<file path="src/rtl/adder_pkg.sv">
// Shared types and sizing helpers for the nibble-serial CLA adder.
package adder_pkg;

  localparam int unsigned SLICE_W = 4;

  typedef enum logic [1:0] {
    IDLE,
    RUN,
    DONE
  } state_t;

  function automatic int unsigned slice_count(input int unsigned width);
    return width / SLICE_W;
  endfunction

endpackage

</file>
<file path="src/rtl/carry_lookahead_adder4.sv">
// Purely combinational 4-bit carry-lookahead adder slice.
module carry_lookahead_adder4 (
  input  logic [3:0] a,
  input  logic [3:0] b,
  input  logic       c_in,
  output logic [3:0] sum,
  output logic       co
);

  logic [3:0] g;
  logic [3:0] p;
  logic [3:0] c;

  always_comb begin
    g = a & b;
    p = a ^ b;
    // Every carry is flattened from c_in so no carry ripples through the slice.
    c[0] = c_in;
    c[1] = g[0] | (p[0] & c_in);
    c[2] = g[1] | (p[1] & g[0]) | (p[1] & p[0] & c_in);
    c[3] = g[2] | (p[2] & g[1]) | (p[2] & p[1] & g[0])
         | (p[2] & p[1] & p[0] & c_in);
    co   = g[3] | (p[3] & g[2]) | (p[3] & p[2] & g[1])
         | (p[3] & p[2] & p[1] & g[0]) | (p[3] & p[2] & p[1] & p[0] & c_in);
    sum  = p ^ c;
  end

endmodule

</file>
<file path="src/rtl/nibble_serial_adder16.sv">
// Multi-cycle adder: pushes one nibble per clock through a single CLA slice,
// LSB first, carrying the slice carry-out between cycles.
module nibble_serial_adder16
  import adder_pkg::*;
#(
  parameter int unsigned WIDTH = 16
) (
  input  logic             Clk,
  input  logic             Reset_n,
  input  logic             Start,
  input  logic [WIDTH-1:0] A,
  input  logic [WIDTH-1:0] B,
  input  logic             C_in,
  output logic             Busy,
  output logic             Done,
  output logic [WIDTH-1:0] Sum,
  output logic             CO
);

  localparam int unsigned NIBBLES = slice_count(WIDTH);
  localparam int unsigned CNT_W   = (NIBBLES > 1) ? $clog2(NIBBLES) : 1;
  localparam logic [CNT_W-1:0] LAST = CNT_W'(NIBBLES - 1);

  state_t             state;
  logic [WIDTH-1:0]   a_sh;
  logic [WIDTH-1:0]   b_sh;
  logic [WIDTH-1:0]   psum;
  logic [WIDTH-1:0]   psum_next;
  logic               carry;
  logic [CNT_W-1:0]   cnt;
  logic [SLICE_W-1:0] slice_sum;
  logic               slice_co;

  carry_lookahead_adder4 u_slice (
    .a    (a_sh[SLICE_W-1:0]),
    .b    (b_sh[SLICE_W-1:0]),
    .c_in (carry),
    .sum  (slice_sum),
    .co   (slice_co)
  );

  // Each slice result enters at the top, so after NIBBLES passes the
  // first nibble has walked down to bit 0.
  always_comb begin
    psum_next = psum >> SLICE_W;
    psum_next[WIDTH-1 -: SLICE_W] = slice_sum;
  end

  always_ff @(posedge Clk or negedge Reset_n) begin
    if (!Reset_n) begin
      state <= IDLE;
      a_sh  <= '0;
      b_sh  <= '0;
      psum  <= '0;
      carry <= 1'b0;
      cnt   <= '0;
      Sum   <= '0;
      CO    <= 1'b0;
    end else begin
      case (state)
        IDLE: begin
          if (Start) begin
            a_sh  <= A;
            b_sh  <= B;
            carry <= C_in;
            cnt   <= '0;
            state <= RUN;
          end
        end
        RUN: begin
          carry <= slice_co;
          psum  <= psum_next;
          a_sh  <= a_sh >> SLICE_W;
          b_sh  <= b_sh >> SLICE_W;
          cnt   <= cnt + 1'b1;
          if (cnt == LAST) begin
            Sum   <= psum_next;
            CO    <= slice_co;
            state <= DONE;
          end
        end
        DONE: begin
          state <= IDLE;
        end
        default: begin
          state <= IDLE;
        end
      endcase
    end
  end

  assign Busy = (state != IDLE);
  assign Done = (state == DONE);

endmodule

</file>
<file path="config.mk">
export PLATFORM = sky130hd
export DESIGN_NAME = nibble_serial_adder16
export DESIGN_NICKNAME = d
export VERILOG_FILES = /design/src/rtl/adder_pkg.sv /design/src/rtl/carry_lookahead_adder4.sv /design/src/rtl/nibble_serial_adder16.sv
export SDC_FILE = /design/constraint.sdc
export NUM_CORES = 1
export LEC_CHECK = 0
export CAP_MARGIN = 20
export CORE_ASPECT_RATIO = 1.1
export CORE_UTILIZATION = 30
export DETAILED_ROUTE_END_ITERATION = 7
export GPL_ROUTABILITY_DRIVEN = 0
export HOLD_SLACK_MARGIN = 0.06
export PLACE_DENSITY_LB_ADDON = 0.3
export SYNTH_ARGS = -nofsm -noshare
export SYNTH_HDL_FRONTEND = slang
export SYNTH_HIERARCHICAL = 1
export SYNTH_SLANG_ARGS = --single-unit
</file>
<file path="constraint.sdc">
create_clock -name Clk -period 2.8 [get_ports Clk]
set_clock_uncertainty 0.15 [all_clocks]
set_input_delay 0.84 -clock Clk [delete_from_list [all_inputs] [get_ports Clk]]
set_output_delay 0.84 -clock Clk [all_outputs]
set_load 0.02 [all_outputs]
</file>
==> summary.txt <==
Clock tree
  • TritonCTS buffer count: 9
  • Hold-fix buffers, CTS: 0
  • Clock-pin slew on the worst setup and hold paths: 0.07 ns
  • CTS max path bufs: 2
  • Max H-tree Level: 3
  • Clk_lat worst skew: 0.34 ns
  • Post_cts resized: 0
  • Root Buffer: clkbuf_8
  • CTS tree: yes
  • Clock Sink Count: 66
  • Setup bufs post-CTS: 0

STA
  • Setup-failing EPs final: 0
  • Slew headroom: 0.5142
  • Tightest Pin Transition: 0.7287 ns
  • Final worst path period need: 2.593 ns
  • RSZ-0062 raised after global routing: no
  • Final Max Tran Viols: 0
  • Final hold violations: 0
  • Max frequency: 0.3856 GHz
  • Final Cycle Share: 0.9262
  • Post-route setup TNS: 0 ns

Finish
  • Ratio of cells with drive above 1 in the final layout: 0.1058
  • Area Growth Syn to Fin: 26.05%
  • Fillers: 984
  • Final #Nets: 351
  • Ant. Diodes: 0
  • Final core utilization: 0.3935

Synthesis
  • Most instantiated library cell after synthesis: dfrtp_1
  • Post-synthesis sequential area ratio: 0.5299
  • #FFs+latches synth: 66
  • Cell count after synthesis: 254
  • Synth cell types: 36
  • Top cell type's share of synthesized area: 0.5299
  • Ys Warns: 6
  • Area leader, netlist: dfrtp_1
  • Synth top area cells: dfrtp_1, mux2_1, inv_1
  • Post-Syn Area: 0.003117 sq mm
  • EDFF count, synth: 0
  • Syn nets: 296
  • Async set-reset flop share out of synthesis: 1.000
  • Commonest cells in the netlist: dfrtp_1, inv_1, mux2_1
  • Ys flop type: dfrtp_1
  • Mapped Avg Cell Area: 12.27 sq um

Global routing
  • GR Util All Layers: 0.1290
  • Largest net degree at the start of global routing: 67
  • Antenna violations before repair: 0
  • Grt ovf: 0
  • Global-route wire length before repair: 10780 um
  • Vias in the first global route: 2120

Floorplan
  • Row cnt: 38
  • Core area: 0.009985 sq mm
  • Width of the die: 99.19 um
  • Initial Util: 0.3122
  • Chip height: 108.9 um
  • Die ar.: 0.01080 sq mm
  • # IOs: 55

Drt
  • Vias: 2154
  • DRC viols: 0
  • Vias per inst: 4.986
  • Routed Antenna Nets: 0
  • Iter 0 DRT Violations: 147
  • Wire per inst: 14.61 um
  • Drt pass-1 iters: 5
  • Routed wire length: 6311 um

Job
  • Max Cap Viol: 0

Setup path
  • Crit start category: flop
  • Crit path kind: reg -> out
  • Reg-to-reg startpoint: state[0]$_DFFE_PN0P_
  • Crit-path max FO: 13
  • Critical Path Slowest Stage Cell: clkdlybuf4s50_1
  • Delay-heaviest family, CP: buffers and inverters
  • CP Buf/Inv Count: 1
  • CP startpoint: state[1]$_DFFE_PN0P_
  • Worst path arrival time: 1.60 ns
  • CP required: 1.81 ns
  • Cell breakdown of the critical path: nor2b_1, clkdlybuf4s50_1
  • Slowest stage delay, CP: 0.61 ns
  • CP endpoint kind: output pin

Placed design
  • DP HPWL: 4290 um
  • PortBufs: 54

Run status
  • Outcome: completed

Min path
  • Hold Startpoint: psum[6]$_DFFE_PN0N_
  • Worst hold path class: reg -> reg

Power and ir drop
  • Max VDD drop: 0.3751 mV
  • PD cells: 1126 mW/mm^2
  • Static leakage: 1.671 nW
layer usage:
layer / up-vias / part of all wire / track usage
met5: - / 0 / 0
met2: 63 / 0.45 / 0.1898
met1: 1065 / 0.49 / 0.1785
met3: 11 / 0.044 / 0.03141
li1: 1015 / - / -
met4: 0 / 0.020 / 0.06197
cells by family (layout without fill, tap and decap cells):
kind of cell,Yosys count,count (layout),synth area share
AND/OR/NAND/NOR,55,55,0.1297
AO/OA/AOI/OAI,42,42,0.1212
multiplexers,30,30,0.1080
XOR/XNOR,3,3,0.008432
buffers and inverters,52,110,0.07628
adder cells (fa/ha/maj),6,6,0.02650
flip-flops,66,66,0.5299
cells in the final DEF (no fill, tap or decap), drive strengths merged:
cell           Yosys  layout
nand3b             6       6
xor2               1       1
or2                1       1
nor4b             11      11
clkinvlp           0       1
inv               33      33
nor3b             11      11
a211oi            11      11
or4b               3       3
clkinv             0       2
fa                 1       1
a32o               2       2
dfrtp             66      66
ha                 5       5
a21oi              2       2
nor2               1       1
clkbuf             2      11
o2bb2ai            1       1
nand2              5       5
o21bai             1       1
a222oi            11      11
o221ai             5       5
a21o               3       3
a31o               1       1
clkdlybuf4s50      0      53
o21ba              1       1
a22o               1       1
mux2i              1       1
o221a              3       3
mux2              29      29
nor2b             13      13
xnor2              2       2
nand2b             4       4
buf               17      10
through the flow:
step	total power [W]	std cells	hold slack [ns]	setup WS, ns	area, sq um
after detailed placement	0.003788	418	0.3268	0.2696	3769
after global routing	0.004788	432	0.3578	0.1220	3929
after global placement	0.003718	418	0.3144	0.3074	3769
after floorplan	0.003148	254	0.3041	0.7122	3117
after CTS	0.004479	432	0.3395	0.06502	3928
final	0.004423	432	0.3319	0.2066	3929
where the power goes:
part	total (W)	leakage, nW	internal, W	switching [W]
sequential	0.00171	0.777	0.00143	0.000276
clock	0.000674	0.0810	0.000333	0.000342
combinational	0.00204	0.813	0.00103	0.00101
worst paths after layout:
check / end / slack, ns / cells after the start
worst min-delay path: Sum[2]$_DFFE_PN0P_ / 0.33 / 1
max in group asynchronous: state[1]$_DFFE_PN0P_ / 1.84 / 2
worst min register to register: Sum[2]$_DFFE_PN0P_ / 0.33 / 1
min in group asynchronous: Sum[1]$_DFFE_PN0P_ / 0.35 / 2
worst max-delay path: Done / 0.21 / 2
worst max register to register: psum[4]$_DFFE_PN0N_ / 0.66 / 3
final cells by class:
type,count,area [sq um],area share
Clock buffer,11,141.4,0.03599
Clock inverter,3,17.52,0.004459
Inverter,33,123.9,0.03153
Multi-Input combinational cell,136,1227,0.3124
Sequential cell,66,1653,0.4207
Tap cell,120,150.1,0.03822
Timing Repair Buffer,63,615.6,0.1567
flip-flops by register name, summed over array words and instances (netlist names):
signal	count
CO	1
Sum	16
a_sh	16
b_sh	16
carry	1
cnt	2
psum	12
state	2
worst reg2reg max path: cells and delay by family, from the launching register on:
kind / cells / cell delay (ns)
DFF: 1 / 0.53
and+or+nand+nor: 1 / 0.49
muxes: 1 / 0.47
buffers and inverters: 1 / 0.38
No activity file was read; power rests on OpenSTA's default activity.
